<file path="config.mk">
export PLATFORM = sky130hd
export DESIGN_NAME = int_to_float_seq_flat
export DESIGN_NICKNAME = d
export VERILOG_FILES = /design/src/rtl/int_to_float_seq_if.sv /design/src/rtl/int_to_float_seq.sv /design/src/flat_wrapper.sv
export SDC_FILE = /design/constraint.sdc
export NUM_CORES = 1
export LEC_CHECK = 0
export CAP_MARGIN = 40
export CORE_MARGIN = 1
export CORE_UTILIZATION = 60
export CTS_CLUSTER_DIAMETER = 100
export DETAILED_ROUTE_END_ITERATION = 12
export PLACE_DENSITY = 0.86
export SYNTH_ARGS = -nofsm -noshare
export SYNTH_HDL_FRONTEND = slang
export SYNTH_SLANG_ARGS = --single-unit
</file>
<file path="constraint.sdc">
create_clock -name clk -period 11.55 [get_ports clk]
set_clock_uncertainty 0.05 [all_clocks]
set_input_delay 3.465 -clock clk [delete_from_list [all_inputs] [get_ports clk]]
set_output_delay 3.465 -clock clk [all_outputs]
set_load 0.02 [all_outputs]
</file>
<file path="src/rtl/int_to_float_seq_if.sv">
// Valid/ready operand and result ports of the integer-to-single converter.
interface int_to_float_seq_if;
  localparam int unsigned DATA_W = 32;

  logic              in_valid;
  logic              in_ready;
  logic [DATA_W-1:0] in_data;
  logic              in_signed;
  logic              out_valid;
  logic              out_ready;
  logic [DATA_W-1:0] out_data;
  logic              out_inexact;

  modport master (
    output in_valid, in_data, in_signed, out_ready,
    input  in_ready, out_valid, out_data, out_inexact
  );

  modport slave (
    input  in_valid, in_data, in_signed, out_ready,
    output in_ready, out_valid, out_data, out_inexact
  );
endinterface

</file>
<file path="src/rtl/int_to_float_seq.sv">
// Multi-cycle int32/uint32 to IEEE-754 single converter: one normalising
// shift per cycle, round-to-nearest-even, result held until accepted.
module int_to_float_seq (
  input  logic               clk,
  input  logic               reset,
  int_to_float_seq_if.slave  bus
);
  localparam int unsigned DATA_W = 32;
  localparam int unsigned EXP_W  = 8;
  localparam int unsigned FRAC_W = 23;
  localparam logic [EXP_W-1:0] EXP_TOP = EXP_W'(158);

  typedef enum logic [1:0] {IDLE, NORM, ROUND, DONE} state_t;

  state_t              state_q, state_d;
  logic [DATA_W-1:0]   mag_q, mag_d;
  logic [EXP_W-1:0]    exp_q, exp_d;
  logic                sign_q, sign_d;
  logic [DATA_W-1:0]   data_q, data_d;
  logic                inexact_q, inexact_d;
  logic                valid_q, valid_d;

  logic                accept;
  logic                in_sign;
  logic [DATA_W-1:0]   in_mag;
  logic                guard_bit;
  logic                sticky_bit;
  logic                round_up;
  logic [FRAC_W:0]     frac_sum;
  logic [EXP_W-1:0]    exp_rnd;

  assign bus.in_ready    = (state_q == IDLE) && !reset;
  assign bus.out_valid   = valid_q;
  assign bus.out_data    = data_q;
  assign bus.out_inexact = inexact_q;

  assign accept  = bus.in_valid && bus.in_ready;
  assign in_sign = bus.in_signed & bus.in_data[DATA_W-1];
  assign in_mag  = in_sign ? (~bus.in_data + DATA_W'(1)) : bus.in_data;

  // Rounding datapath on the normalised magnitude (leading one at bit 31)
  assign guard_bit  = mag_q[7];
  assign sticky_bit = |mag_q[6:0];
  assign round_up   = guard_bit && (sticky_bit || mag_q[8]);
  assign frac_sum   = {1'b0, mag_q[30:8]} + (FRAC_W+1)'(round_up);
  assign exp_rnd    = exp_q + EXP_W'(frac_sum[FRAC_W]);

  always_comb begin
    state_d   = state_q;
    mag_d     = mag_q;
    exp_d     = exp_q;
    sign_d    = sign_q;
    data_d    = data_q;
    inexact_d = inexact_q;
    valid_d   = valid_q;
    case (state_q)
      IDLE: begin
        if (accept) begin
          sign_d = in_sign;
          mag_d  = in_mag;
          exp_d  = EXP_TOP;
          if (in_mag == '0) begin
            // Zero spends one pass through ROUND, which leaves the +0 intact
            data_d    = '0;
            inexact_d = 1'b0;
            state_d   = ROUND;
          end else begin
            state_d = NORM;
          end
        end
      end
      NORM: begin
        if (!mag_q[DATA_W-1]) begin
          mag_d = mag_q << 1;
          exp_d = exp_q - EXP_W'(1);
        end else begin
          state_d = ROUND;
        end
      end
      ROUND: begin
        if (mag_q != '0) begin
          data_d    = {sign_q, exp_rnd, frac_sum[FRAC_W-1:0]};
          inexact_d = guard_bit | sticky_bit;
        end
        valid_d = 1'b1;
        state_d = DONE;
      end
      DONE: begin
        if (bus.out_ready) begin
          valid_d = 1'b0;
          state_d = IDLE;
        end
      end
      default: state_d = IDLE;
    endcase
  end

  always_ff @(posedge clk) begin
    if (reset) begin
      state_q   <= IDLE;
      mag_q     <= '0;
      exp_q     <= '0;
      sign_q    <= 1'b0;
      data_q    <= '0;
      inexact_q <= 1'b0;
      valid_q   <= 1'b0;
    end else begin
      state_q   <= state_d;
      mag_q     <= mag_d;
      exp_q     <= exp_d;
      sign_q    <= sign_d;
      data_q    <= data_d;
      inexact_q <= inexact_d;
      valid_q   <= valid_d;
    end
  end
endmodule

</file>
<file path="src/flat_wrapper.sv">
// flat-port wrapper written by rule: the top's interface ports become plain ports
module int_to_float_seq_flat 
  (clk, reset, bus_in_valid, bus_in_data, bus_in_signed, bus_out_ready, bus_in_ready, bus_out_valid, bus_out_data, bus_out_inexact);
  int_to_float_seq_if bus_i ();
  input  logic clk;
  input  logic reset;
  input wire logic [$bits(bus_i.in_valid)-1:0] bus_in_valid;
  input wire logic [$bits(bus_i.in_data)-1:0] bus_in_data;
  input wire logic [$bits(bus_i.in_signed)-1:0] bus_in_signed;
  input wire logic [$bits(bus_i.out_ready)-1:0] bus_out_ready;
  output wire logic [$bits(bus_i.in_ready)-1:0] bus_in_ready;
  output wire logic [$bits(bus_i.out_valid)-1:0] bus_out_valid;
  output wire logic [$bits(bus_i.out_data)-1:0] bus_out_data;
  output wire logic [$bits(bus_i.out_inexact)-1:0] bus_out_inexact;
  assign bus_i.in_valid = bus_in_valid;
  assign bus_i.in_data = bus_in_data;
  assign bus_i.in_signed = bus_in_signed;
  assign bus_i.out_ready = bus_out_ready;
  assign bus_in_ready = bus_i.in_ready;
  assign bus_out_valid = bus_i.out_valid;
  assign bus_out_data = bus_i.out_data;
  assign bus_out_inexact = bus_i.out_inexact;
  int_to_float_seq u_core (.clk(clk), .reset(reset), .bus(bus_i));
endmodule
</file>
Yosys cells after proc, flatten, opt, wreduce, memory -nomap -nowiden
Index checks and enable logic that the tools add are counted.
{"block": "word_totals", "inputBits": 37, "register_bits": 77, "output_inout_bits": 35, "wordCells": 64}
{"block": "op_classes", "bitwise": 3, "n_reduce_logical": 18, "mux": 22, "n_eq_ne": 9, "addsub": 4}
{"cell": "2-to-1 mux 32 bit", "n": 6}
{"cell": "one-hot mux 32 bit (2 select lines)", "n": 2}
{"cell": "adder 32 x 1 -> 32 bit (second input constant)", "n": 1}
{"cell": "logical NOT 32 bit", "n": 1}
{"cell": "NOT 32 bit", "n": 1}
{"cell": "nonzero test 32 bit", "n": 1}
{"cell": "adder 23 x 1 -> 24 bit", "n": 1}
{"cell": "2-to-1 mux 8 bit", "n": 2}
{"cell": "one-hot mux 8 bit (2 select lines)", "n": 1}
{"cell": "adder 8 x 1 -> 8 bit", "n": 1}
{"cell": "2-to-1 mux 2 bit", "n": 4}
{"cell": "one-hot mux 2 bit (4 select lines)", "n": 1}
{"cell": "subtractor 8 x 1 -> 8 bit (second input constant)", "n": 1}
{"cell": "OR reduction 7 bit", "n": 1}
{"cell": "!= test 2 x 1 -> 1 bit (second input constant)", "n": 3}
{"cell": "!= test 2 bit (second input constant)", "n": 3}
{"cell": "AND reduction 2 bit", "n": 3}
{"cell": "AND reduction 3 bit", "n": 2}
{"cell": "nonzero test 2 bit", "n": 3}
{"cell": "== test 2 bit (second input constant)", "n": 2}
{"cell": "2-to-1 mux 1 bit", "n": 4}
{"cell": "one-hot mux 1 bit (2 select lines)", "n": 2}
{"cell": "AND reduction 4 bit", "n": 1}
{"cell": "logical AND 1 bit", "n": 3}
{"cell": "6 further kinds", "n": 6}

Depth between registers and ports, before layout
{"block": "depth", "word_depth": 7, "depth_mapped": 17}

Worst setup path after synthesis
No wires, ideal clock.
{"block": "synth_timing", "kind": "input port to output port", "start": "input reset", "end": "output bus_in_ready", "path_stages": 1, "arrival_ns": 3.820, "setup_slack_ns": 4.215, "required_ns": 8.035, "n_path_buf": 0, "cell_sequence": "nor2b_1"}
{"block": "synth_via", "elab_chain_cells": 2}
{"element": "from (decl)", "line": "flat_wrapper.sv:6", "rtl": "input logic reset;"}
{"element": "logical NOT 1 bit", "line": "int_to_float_seq.sv:32", "rtl": "assign bus.in_ready = (state_q == IDLE) && !reset;"}
{"element": "logical AND 1 bit", "line": "int_to_float_seq.sv:32"}
{"element": "to (decl)", "line": "flat_wrapper.sv:11", "rtl": "output wire logic [$bits(bus_i.in_ready)-1:0] bus_in_ready;"}
No other way between the ends.

Worst setup path in the final report
Same ends and word-level chain as after synthesis.

==> flow_summary.yaml <==
outcome:
  outcome: "completed"
route:
  via_per_inst: 6.26
  drt_wl_total_um: 13600
  dr.pass1.iters: 5
  dr_total_vias: 5153
  detail_route.iter0.violations: 526
  wl_per_cell_um: 16.5
  drcViolationCount: 0
  ant_nets: 0
timing:
  setup_tns_ns: 0
  setup_viol: 0
  worstMarginPinSlew_ns: 0.837
  hold_viol: 0
  slew_viol_final: 0
  fin_crit_ns: 8.50
  finalCritPeriodShare_pct: 73.6
  timing.final.ws_setup_ns: 3.05
  fmax_mhz: 118
  rsz0062_at_grt: "false"
  max_slew_margin_pct: 43.7
clocking:
  cts.repair.resized: 0
  postCtsHoldBufs: 0
  numCtsBuffers: 9
  clock_latency_ns: 0.36
  cts_tree: "built"
  cts.htree.levels: 3
  cts_buffer_depth: 2
  cts.sinks: 77
  clk_pin_slew_worst_paths_ns: 0.08
  root_buffer: "clkbuf_8"
  post-cts-setup-buffer-count: 0
global_routing:
  grt_max_degree: 43
  grt_pass1_vias: 4543
  grt-ovfl-total: 0
  use_met3_pct: 5.10
  grt_pass1_wl_um: 22300
  antenna_found_initial: 0
  track_usage_pct: 31.3
  use_met1_pct: 41.3
  grt.met2_usage_pct: 50.8
  grt-busiest-layer: "met2"
yosys:
  synth_cells: 674
  synth_mux_area_share_pct: 0.192
  synth-main-ff-cell: "dfxtp_1"
  synth_edf_count: 0
  synth_area_um2: 5200
  synth_simple_gate_area_share_pct: 25.1
  synthAdderAreaFrac_pct: 2.89
  synth_compound_area_share_pct: 23.1
  synth-xor-area-share_pct: 10.6
  yosys_warnings: 0
  yosysSeqAreaShare_pct: 29.6
  avgSynthCellArea_um2: 7.72
  synth.distinct_cells: 65
  syn-num-nets: 723
  synth_top_family_by_area: "simple AND/OR/NAND/NOR gates"
  synth_async_sr_flop_share_pct: 0
  ys_ff_latch: 77
die:
  die_h_um: 95.1
  initial_core_util_pct: 62.7
  core_um2: 8300
  die_w_um: 95.1
  dieArea_um2: 9040
  rows: 33
  num_io_pins: 72
critical_path:
  cp-end-kind: "output pin"
  crit_path_max_fanout: 42
  start_kind: "input port"
  critPathKind: "input port to output pin"
  cp_data_required_time_ns: 8.04
  critPathArrivalTime_ns: 4.98
final_layout:
  syn2layout_area_growth_pct: 17.4
  stdcell_count: 823
  drive_gt1_share_pct: 6.69
  mostFrequentLayoutCells: "dfxtp_1, clkdlybuf4s50_1, nor2_1"
  nets: 763
  antenna_cells: 0
  layout_commonest_cell: "dfxtp_1"
power:
  ir_drop_uv: 90.9
  leakage_nw: 2.07
  powerDensity_nw_per_um2: 192
run:
  cap_violations: 0
placed_design:
  post-place-ws_ns: 3.05
  dp_hpwl_um: 10000
  dpl.cell_count: 808
  port_buffers: 71
  place.gp.congestion: 0.905
worst_hold_path:
  worstHoldPathType: "register to register"
[area by class of cell]
cell class              count  area [µm²]
multi-input cells         496        3220
fillers                   633        2190
flip-flops and latches     77        1540
repair buffers             81         842
inverters                  49         184
well taps                 105         131
clock buffers               9         124
clock inverters             6        63.8
[kinds of logic (layout without fill, tap and decap cells)]
family | Yosys count | in the layout
buffers and inverters | 101 | 145
adder cells (fa/ha/maj) | 12 | 12
XOR/XNOR | 63 | 63
flip-flops | 77 | 77
AND/OR/NAND/NOR | 249 | 249
AO/OA/AOI/OAI | 171 | 171
multiplexers | 1 | 1
[layer usage]
| metal | vias up | share of wire [%] |
|---|---|---|
| li1 | 2497 | - |
| met1 | 2363 | 43 |
| met2 | 262 | 47 |
| met3 | 31 | 7.8 |
| met4 | 0 | 2.6 |
| met5 | - | 0 |
[where the power goes]
| group | leakage [nW] | internal (mW) | switching (mW) |
|---|---|---|---|
| Combinational | 1.35 | 0.220 | 0.294 |
| Clock | 0.0915 | 0.0985 | 0.101 |
| Sequential | 0.629 | 0.340 | 0.119 |
[per-stage QoR]
| stage | cell area (µm²) | power [mW] | hold slack [ns] | utilization, % |
|---|---|---|---|---|
| after floorplan | 5200 | 0.804 | 0.386 | - |
| after global placement | 5810 | 0.925 | 0.393 | 70.0 |
| after detailed placement | 5920 | 0.962 | 0.400 | 71.3 |
| after CTS | 6100 | 1.16 | 0.413 | 73.6 |
| after global routing | 6100 | 1.25 | 0.438 | 73.6 |
| final | 6100 | 1.17 | 0.406 | 73.6 |
[state kept, by name (all words and copies together), names as in the netlist]
register	count
u_core.state_q	2
u_core.bus.out_valid	1
u_core.exp_q	8
u_core.bus.out_inexact	1
u_core.mag_q	32
u_core.sign_q	1
u_core.bus.out_data	32
[Yosys cell counts, drive strengths merged (10+ instances only)]
master	count	area share (%)
buf	20	2.6
nand3	26	2.5
o32ai	11	2.0
dfxtp	77	30
o211ai	14	2.0
inv	49	3.5
ha	12	2.9
or2	10	1.2
xor2	33	5.6
nor4	14	2.3
nor3	21	2.1
a21oi	34	3.3
nor2	60	4.3
o22ai	23	2.8
nand2	59	4.3
xnor2	30	5.1
o21ai	26	2.5
clkbuf	32	2.3
a31oi	12	1.4
nand4	10	1.2
[worst max-delay path: stages]
cell and delay [ns]:
clkdlybuf4s50_1 0.45, buf_4 0.37, nor2b_1 0.13, clkdlybuf4s50_1 0.56
[final timing paths]
path	endpoint	from	cells after the start	slack [ns]
max reg2reg	u_core.bus.out_data[29]	u_core.mag_q[0]	17	8.31
max	bus_in_ready	reset	4	3.05
min	u_core.bus.out_data[28]	u_core.bus.out_data[28]	2	0.41
min reg2reg	u_core.bus.out_data[28]	u_core.bus.out_data[28]	2	0.41
(Power assumes the default switching activity.)
